`config.mk`:
```
export PLATFORM = sky130hd
export DESIGN_NAME = int_seq
export DESIGN_NICKNAME = d
export VERILOG_FILES = /design/src/rtl/int_seq.sv
export SDC_FILE = /design/constraint.sdc
export NUM_CORES = 1
export LEC_CHECK = 0
export ABC_AREA = 1
export BUFFER_PORTS_ARGS = -buffer_cell sky130_fd_sc_hd__buf_2
export CAP_MARGIN = 5
export CORE_UTILIZATION = 25
export CTS_BUF_LIST = sky130_fd_sc_hd__clkbuf_16
export CTS_CLUSTER_DIAMETER = 120
export DETAILED_ROUTE_END_ITERATION = 12
export PLACE_DENSITY_LB_ADDON = 0.08
export SLEW_MARGIN = 20
export SYNTH_ARGS = -nofsm -noshare
export SYNTH_HDL_FRONTEND = slang
export SYNTH_SLANG_ARGS = --single-unit
```
`constraint.sdc`:
```
create_clock -name Clk -period 4.3 [get_ports Clk]
set_clock_uncertainty 0.05 [all_clocks]
set_input_delay 0.86 -clock Clk [delete_from_list [all_inputs] [get_ports Clk]]
set_output_delay 0.86 -clock Clk [all_outputs]
set_load 0.02 [all_outputs]
```
`src/rtl/int_seq.sv`:
```
// Interrupt/BRK entry sequencer: arbitrates NMI > BRK > IRQ at instruction boundaries,
// pushes PCH/PCL/P to the stack, fetches the vector and loads the new PC six cycles after accept.
module int_seq #(
  parameter logic [15:0] NMI_VEC    = 16'hFFFA,
  parameter logic [15:0] IRQ_VEC    = 16'hFFFE,
  parameter logic [7:0]  STACK_PAGE = 8'h01
) (
  input  logic        Clk,
  input  logic        Reset,
  input  logic        NMI_n,
  input  logic        IRQ_n,
  input  logic        BRK,
  input  logic        Instr_Boundary,
  input  logic [7:0]  P_In,
  input  logic [15:0] PC_In,
  input  logic [7:0]  SP_In,
  input  logic [7:0]  Mem_Data_In,
  output logic        Busy,
  output logic [15:0] Mem_Addr,
  output logic [7:0]  Mem_Data_Out,
  output logic        Mem_WE,
  output logic        Mem_RE,
  output logic        SP_Dec,
  output logic        SEI,
  output logic [15:0] PC_Out,
  output logic        PC_Load,
  output logic        Done
);

  typedef enum logic [2:0] {
    IDLE, PUSH_PCH, PUSH_PCL, PUSH_P, VEC_LO, VEC_HI, LOAD_PC
  } state_t;

  state_t      state;
  logic        nmi_q;
  logic        nmi_pending;
  logic [15:0] pc;
  logic [15:0] vector;
  logic [7:0]  sp;
  logic [7:0]  p_push;
  logic [7:0]  vec_lo;
  logic        irq_req;
  logic        accept;
  logic        brk_sel;

  assign irq_req = !IRQ_n && !P_In[2];
  assign accept  = (state == IDLE) && Instr_Boundary && (nmi_pending || BRK || irq_req);
  assign brk_sel = !nmi_pending && BRK;

  // The high vector byte arrives on the bus during LOAD_PC itself, so PC_Out cannot be registered.
  assign PC_Out = (state == LOAD_PC) ? {Mem_Data_In, vec_lo} : 16'h0000;

  always_ff @(posedge Clk or posedge Reset) begin
    if (Reset) begin
      nmi_q       <= 1'b1;
      nmi_pending <= 1'b0;
    end else begin
      nmi_q <= NMI_n;
      if (nmi_q && !NMI_n)
        nmi_pending <= 1'b1;
      else if (accept && nmi_pending)
        nmi_pending <= 1'b0;
    end
  end

  // Outputs are loaded together with the state they belong to, so they are Moore and glitch-free.
  always_ff @(posedge Clk or posedge Reset) begin
    if (Reset) begin
      state        <= IDLE;
      Busy         <= 1'b0;
      Mem_Addr     <= 16'h0000;
      Mem_Data_Out <= 8'h00;
      Mem_WE       <= 1'b0;
      Mem_RE       <= 1'b0;
      SP_Dec       <= 1'b0;
      SEI          <= 1'b0;
      PC_Load      <= 1'b0;
      Done         <= 1'b0;
      pc           <= 16'h0000;
      vector       <= 16'h0000;
      sp           <= 8'h00;
      p_push       <= 8'h00;
      vec_lo       <= 8'h00;
    end else begin
      Busy         <= 1'b0;
      Mem_Addr     <= 16'h0000;
      Mem_Data_Out <= 8'h00;
      Mem_WE       <= 1'b0;
      Mem_RE       <= 1'b0;
      SP_Dec       <= 1'b0;
      SEI          <= 1'b0;
      PC_Load      <= 1'b0;
      Done         <= 1'b0;
      case (state)
        IDLE: begin
          if (accept) begin
            pc           <= PC_In;
            sp           <= SP_In;
            p_push       <= (P_In & 8'hCF) | {2'b00, 1'b1, brk_sel, 4'b0000};
            vector       <= nmi_pending ? NMI_VEC : IRQ_VEC;
            state        <= PUSH_PCH;
            Busy         <= 1'b1;
            Mem_Addr     <= {STACK_PAGE, SP_In};
            Mem_Data_Out <= PC_In[15:8];
            Mem_WE       <= 1'b1;
            SP_Dec       <= 1'b1;
          end
        end
        PUSH_PCH: begin
          state        <= PUSH_PCL;
          Busy         <= 1'b1;
          Mem_Addr     <= {STACK_PAGE, sp - 8'd1};
          Mem_Data_Out <= pc[7:0];
          Mem_WE       <= 1'b1;
          SP_Dec       <= 1'b1;
        end
        PUSH_PCL: begin
          state        <= PUSH_P;
          Busy         <= 1'b1;
          Mem_Addr     <= {STACK_PAGE, sp - 8'd2};
          Mem_Data_Out <= p_push;
          Mem_WE       <= 1'b1;
          SP_Dec       <= 1'b1;
          SEI          <= 1'b1;
        end
        PUSH_P: begin
          state    <= VEC_LO;
          Busy     <= 1'b1;
          Mem_Addr <= vector;
          Mem_RE   <= 1'b1;
        end
        VEC_LO: begin
          state    <= VEC_HI;
          Busy     <= 1'b1;
          Mem_Addr <= vector + 16'd1;
          Mem_RE   <= 1'b1;
        end
        VEC_HI: begin
          vec_lo  <= Mem_Data_In;
          state   <= LOAD_PC;
          Busy    <= 1'b1;
          PC_Load <= 1'b1;
          Done    <= 1'b1;
        end
        default: begin
          state <= IDLE;
        end
      endcase
    end
  end

endmodule

```
Word-level counts from Yosys, hierarchy flattened
Index checks and enable logic that the tools add are counted.

Flip-flop bits (word level): 82. Input port bits: 46. Word-level logic and storage cells: 60.

$add $sub $neg: 3. Equality and inequality tests: 7. Mux-type cells: 16. Bitwise operators: 1. Reductions and logical operators: 18.

Operator list (count): one-hot mux 16 bit (5 select lines) (1); one-hot mux 8 bit (3 select lines) (1); one-hot mux 3 bit (6 select lines) (1); adder 16 x 1 -> 16 bit, second input constant (1); 2-to-1 mux 16 bit (1); == test 3 bit, second input constant (3); 2-to-1 mux 9 bit (1); 2-to-1 mux 8 bit (1); OR 8 x 6 -> 8 bit (1); subtractor 8 x 1 -> 8 bit, second input constant (1); subtractor 8 x 2 -> 8 bit, second input constant (1); == test 3 x 2 -> 1 bit, second input constant (2); logical AND 1 bit (6); 2-to-1 mux 1 bit (6); 2-to-1 mux 3 bit (2); OR reduction 5 bit (1); zero test 1 bit (4); one-hot mux 1 bit (2 select lines) (2); OR reduction 2 bit (2); == test 3 x 1 -> 1 bit, second input constant (1); zero test 3 bit (1); logical OR 1 bit (2); inequality test 2 bit, second input constant (1); AND reduction 2 bit (1); nonzero test 2 bit (1).

Logic depth before layout (Yosys ltp)
Gate-level depths: netlist of the first run.

Depth after elaboration: 7. Mapped depth: 9.

Least setup slack after synthesis of the first run
OpenSTA, ideal clock, no wires.

Kind: in2out. Start: input port Mem_Data_In[2]. End: output port PC_Out[10]. Arrival: 1.182 ns. Slack: 2.208 ns. Stages: 2. Buffers on the path: 0. Cell sequence: inv_1 nor2_1.

Longest elaborated chain between the ends: 1.

RTL lines: start, declared (RTL line 17) `input logic [7:0] Mem_Data_In,`; 2-to-1 mux 16 bit (RTL line 51) `assign PC_Out = (state == LOAD_PC) ? {Mem_Data_In, vec_lo} : 16'h0000;`; end, declared (RTL line 25) `output logic [15:0] PC_Out,`.

No other way between the ends.

Worst setup path after layout of the first run
Start: register state[0]. End: output port PC_Out[2].

Longest elaborated chain between the ends: 2.

RTL lines: start, declared (RTL line 34) `state_t state;`; start signal, assigned (RTL line 69) `state <= IDLE;`; start signal, assigned (RTL line 101) `state <= PUSH_PCH;`; start signal, assigned (RTL line 110) `state <= PUSH_PCL;`; == test 3 bit (RTL line 51); 2-to-1 mux 16 bit (RTL line 51).

No other way between the ends.

==> impl_results.md, run 1 <==
* Yosys warns at 0
* Nets@finish at about 460
* Layout area overhead at 29.14%
* CORE AREA at about 11000 um^2
* I/O Buffers at 90
* Data arrival, critical path at roughly 1.7 ns
* Minimum clock period at approximately 2.7 ns
* Diode count at 0
* # setup viols final at 0
* Layout cells sized above 1 at 0.2740
* Tot GR Track Use at 0.1336
* Total Neg Setup Slack at 0 ns
* Hold_buf cts at 0
* Final HPWL DP at 4.744 mm
* Max clock buf depth at 2
* Post-DRT Antenna Nets at 0
* Root buffer cell: clkbuf_16
* Placer Congestion at ~0.74
* CTS clk-pin slew, worst paths at 0.06 ns
* Drt pass-1 iters at 5
* Leakage at between 1.5 and 2 nW
* Total Routed Length at 6.963 mm
* CTS tree: built
* Crit. End Element: output pin
* Worst ir drop on vdd at between 200 and 250 uV
* Post-route DRC at 0
* Asr flop ratio synth at 1.000
* Post-synthesis cell count at between 300 and 400
* Die width at between 100 and 150 um
* P per Cell Area at 776.2 nW/um^2
* Tcrit/Tclk final at 0.6170
* Worst-Margin Slew at 0.6484 ns
* Post-Syn Nets at around 380
* Layout fillers at 1169
* CP required at roughly 3.4 ns
* FF-to-FF setup slack at between 2 and 2.5 ns
* Row cnt at 38
* Largest net degree at the start of global routing at 50
* Routed length per instance at roughly 13 um
* Iteration-0 DRC Markers at 73
* Status: complete, no violations
* Mean Syn Cell Area at 8.510 um^2
* Pwr Total at between 2 and 3 mW
* Via count at between 2000 and 2500
* Distinct cells, synth at 24
* # IOs at 93
* Post-synth top flop: dfrtp_1
* Pins Over Slew Limit at 0
* Starting Density at 0.2567
* DP Area at approximately 3300 um^2
* Clock Latency Late Sink at between 0.3 and 0.4 ns
* First-pass GRT wire length at around 12 mm
* RSZ-0062 raised after global routing: no
* H-tree depth at 3
* Setup Fix Bufs, Post-CTS at 0
* Cell area after layout at around 3600 um^2
* Post-CTS Resized at 0
* Clock Sinks at a little over 60
* Post-synthesis sequential area ratio at 0.5490
* Post-synth EDFFs at 0
* Vias in the first global route at between 2000 and 2500
* Inserted Clock Buffers at 9
* Max-cap violations at 0
* Global route total overflow at 0
* Flops & latches, synth at 61
* Via-per-instance ratio at between 4 and 5
* Worst Hold Slack at ~0.42 ns
* Initial antenna violation count at 0
* Hold Fails Final Rpt at 0
* Fmax at 376.9 MHz
* Die height at approximately 110 um
* Die ar. at between 10000 and 15000 um^2
* Worst Hold Class: register to register
* Critical path class: register to output pin
* Startpoint types: register
* Cell Area, Synth at about 2800 um^2
* CP Max Fanout at 16
* Post-layout utilization of the core at 0.3315
* Relative slew slack at 0.5665
-- cell usage after synthesis (all sizes together) (2+ instances only) --
cell type | count | area [um^2]
nand2 | 89 | 334.1
dfrtp | 60 | 1501
inv | 45 | 168.9
nand3 | 30 | 160.2
nor2 | 28 | 120.1
o21ai | 27 | 135.1
buf | 17 | 131.4
nand4 | 10 | 62.56
o211ai | 7 | 52.55
a21oi | 4 | 20.02
clkbuf | 2 | 8.750
ha | 2 | 25.02
o22ai | 2 | 12.51
-- worst paths after layout --
| path | from | to | depth (start not counted) |
|---|---|---|---|
| max reg2reg | state[0] | Mem_Data_Out[0] | 6 |
| max in group asynchronous | Reset | Mem_Addr[6] | 3 |
| min reg2reg | p_push[7] | p_push[7] | 2 |
| min in group asynchronous | Reset | pc[7] | 2 |
| min | p_push[7] | p_push[7] | 2 |
| max | state[0] | PC_Out[2] | 4 |
-- metrics by stage --
stage	cells	setup WS, ns
2_1_floorplan	327	1.879
3_3_place_gp	540	1.847
3_5_place_dp	540	1.863
4_1_cts	556	1.596
5_1_grt	556	1.385
6_report	556	1.647
-- power by group --
group          switching [mW]  total, mW  internal (mW)
combinational           0.725       1.07          0.343
sequential              0.133      0.966          0.833
clock                   0.256      0.755          0.499
total                    1.11       2.79           1.67
-- cells by family (layout without fill, tap and decap cells) --
group | after synthesis | in the layout | synth area share
AOI/OAI and AO/OA | 41 | 41 | 0.08228
xor gates and xnor gates | 1 | 1 | 0.003148
adders and majority gates | 2 | 2 | 0.008991
buffers and inverters | 64 | 153 | 0.1111
DFF | 61 | 61 | 0.5490
and+or+nand+nor | 158 | 158 | 0.2455
-- sequential cells by signal, indices dropped and copies added (netlist names), 3 cells and up --
name	flops
Mem_Data_Out	8
sp	8
Mem_Addr	10
vec_lo	8
pc	8
state	3
p_push	8
-- critical path: stages, from the launching register on --
cell,delay (ns)
dfrtp_1,0.46
inv_1,0.11
nand3_1,0.40
nor2_1,0.25
buf_2,0.20
-- final cells by class --
type | count | area, um^2 | share of cell area
tap | 140 | 175.2 | 0.04875
clock inverter | 7 | 82.58 | 0.02298
timing repair buffer | 92 | 465.4 | 0.1295
clock buffer | 9 | 225.2 | 0.06267
sequential | 61 | 1528 | 0.4251
multi-input combinational | 202 | 945.9 | 0.2632
inverter | 45 | 171.4 | 0.04770
-- metal layers --
layer  wire length (um)  global-route usage  vias up  share of wire
met3                347             0.04479        4          0.050
met1               3309              0.1719     1075           0.48
li1                   -                   -     1199              -
met4                 43             0.04110        0         0.0062
met2               3263              0.2106       62           0.47
met5                  0                   0        -              0
-- cell usage in the layout, fill, tap and decap left out, types with 2 or more instances in the layout --
master / count
buf_2: 90
nor2_4: 2
nand2_1: 89
nand3_2: 2
clkinv_1: 2
nand3_1: 28
nor2_1: 26
dfrtp_1: 60
o22ai_1: 2
inv_2: 3
clkbuf_16: 9
buf_4: 2
nand4_1: 10
a21oi_1: 4
inv_1: 43
bufinv_16: 2
o211ai_1: 7
ha_1: 2
o21ai_0: 26
No activity file was read; power rests on OpenSTA's default activity.
==> run 2: changes to the inputs <==
- clock period: 4.3 -> 2.3 ns (I/O delays scaled with it)
==> impl_results.md, run 2 (same netlist as run 1, synthesis figures left out) <==
* First-pass GRT wire length at 11.52 mm (-1.2%)
* Die ar. at 11560 um^2 (unchanged)
* CP Max Fanout at 16 (unchanged)
* Max clock buf depth at 2 (unchanged)
* Total Routed Length at 6.943 mm (-0.29%)
* H-tree depth at 3 (unchanged)
* Worst Hold Class: input pin to async pin
* Commonest non-fill, non-tap cell in the layout: buf_2
* Die width at 107.5 um (unchanged)
* Via-per-instance ratio at 4.246 (+0.90%)
* Most frequent cells in the layout: buf_2 (90), nand2_1 (89), dfrtp_1 (60)
* Pins Over Slew Limit at 0 (unchanged)
* P_int at 3.034 mW (+81%)
* Diode count at 0 (unchanged)
* Layout cells sized above 1 at 0.2833 (+0.009295)
* Placer Congestion at 0.7533 (+2.3%)
* Global route total overflow at 0 (unchanged)
* WP buf/inv at 3 (+1)
* Leakage at 1.954 nW (+0.57%)
* Worst-Margin Slew at 0.6634 ns (+0.01494 ns)
* Root buffer cell: clkbuf_16
* Hold Fails Final Rpt at 0 (unchanged)
* Biggest register: Mem_Addr
* Tcrit/Tclk final at 0.8425
* Drt pass-1 iters at 4 (-1)
* CP top delay family: buffers and inverters
* CP max stage delay at 0.46 ns (about the same)
* Post-CTS Resized at 0 (unchanged)
* Pwr Total at 5.117 mW (+83%)
* Startpoint types: register
* Iteration-0 DRC Markers at 93 (+27%)
* Worst Hold Slack at 0.09972 ns (-0.3223 ns)
* Crit. End Element: output pin
* Starting Density at 0.2567 (unchanged)
* Combinational share of power at 0.395 (+0.012)
* Crit-path cells: inv_1 > nand3_1 > buf_4 > nor2_1 > buf_2
* # setup viols final at 0 (unchanged)
* Critical path class: register to output pin
* Post-DRT Antenna Nets at 0 (unchanged)
* P per Cell Area at 1423 nW/um^2 (+83%)
* Worst ir drop on vdd at 348.2 uV (+54%)
* RSZ-0062 raised after global routing: no
* Hold_buf cts at 0 (unchanged)
* Die height at 107.5 um (unchanged)
* Nets@finish at 463 (+0.87%)
* Sw frac at 0.4071 (+0.007450)
* Routed length per instance at 12.40 um (-1.0%)
* CORE AREA at 10840 um^2 (unchanged)
* I/O Buffers at 90 (unchanged)
* Vias in the first global route at 2320 (-0.34%)
* CP required at 1.79 ns (-1.60 ns)
* Status: complete, no violations
* Inserted Clock Buffers at 9 (unchanged)
* FF-to-FF setup slack at 0.59 ns (-1.77 ns)
* Total Neg Setup Slack at 0 ns (unchanged)
* Row cnt at 38 (unchanged)
* CTS clk-pin slew, worst paths at 0.05 ns (about the same)
* Clk pwr share at 0.252 (-0.019)
* Final HPWL DP at 4.888 mm (+3.0%)
* Layout area overhead at 29.27%
* Switching pwr at 2.083 mW (+87%)
* Via count at 2378 (+1.6%)
* Setup Fix Bufs, Post-CTS at 0 (unchanged)
* Largest net degree at the start of global routing at 27 (-46%)
* # IOs at 93 (unchanged)
* Fmax at between 500 and 600 MHz
* CTS tree: built
* Clock Sinks at 61 (unchanged)
* Initial antenna violation count at 0 (unchanged)
* Minimum clock period at 1.938 ns
* Sequential share of power at 0.353 (+0.007)
* Post-route DRC at 0 (unchanged)
* Post-layout utilization of the core at 0.3318 (+0.0003460)
* Tot GR Track Use at 0.1314 (-0.002149)
* Max reg flops at 10 (unchanged)
* Worst path slowest cell: dfrtp_1
* Max-cap violations at 0 (unchanged)
* Relative slew slack at 0.5565 (-0.009985)
* Data arrival, critical path at 1.43 ns (-0.31 ns)
* Clock Latency Late Sink at 0.32 ns (about the same)
run 2: worst reg2reg max path, delay by kind of cell, from the launching register on:
kind                   cells  cell delay, ns
AOI/OAI and AO/OA          1            0.09
DFF                        1            0.46
buffers and inverters      1            0.33
and+or+nand+nor            4            0.71
run 2: final timing paths:
path                              endpoint  startpoint  cells after the start
setup / recovery                 PC_Out[2]    state[0]                      5
hold / removal                   vec_lo[4]       Reset                      2
setup reg to reg           Mem_Data_Out[4]    state[0]                      6
hold reg to reg                  p_push[1]   p_push[1]                      2
max in group asynchronous     Mem_Addr[14]       Reset                      3
min in group Clk                     nmi_q       NMI_n                      1
run 2: per-layer routing:
layer,GRT usage,share of wire
met1,0.1733,0.47
met2,0.2065,0.47
met3,0.02724,0.046
met4,0.05871,0.011
met5,0,0
run 2: final cells by class:
cell class                 instances  area [um^2]
sequential                        61         1528
clock inverter                     7        58.81
fill                            1179         7243
inverter                          45        168.9
multi-input combinational        202        945.9
timing repair buffer              96        495.5
clock buffer                       9        225.2
tap                              140        175.2
run 2: power groups by stage:
stage               Clock [mW]  Combinational (mW)  Sequential, mW
CTS                       1.33                2.06            1.81
floorplan                    0                1.34            1.99
global placement             0                2.04            1.82
detailed placement           0                2.05            1.82
finish                    1.29                2.02            1.81
global route              1.37                2.31            1.87
run 2: per-stage QoR:
stage / worst slack (ns) / cell area (um^2) / std cells
after floorplan: 0.2786 / 2783 / 327
after global placement: 0.5174 / 3313 / 544
after detailed placement: 0.5379 / 3313 / 544
after CTS: 0.3355 / 3597 / 560
after global routing: 0.2197 / 3597 / 560
final: 0.3624 / 3597 / 560
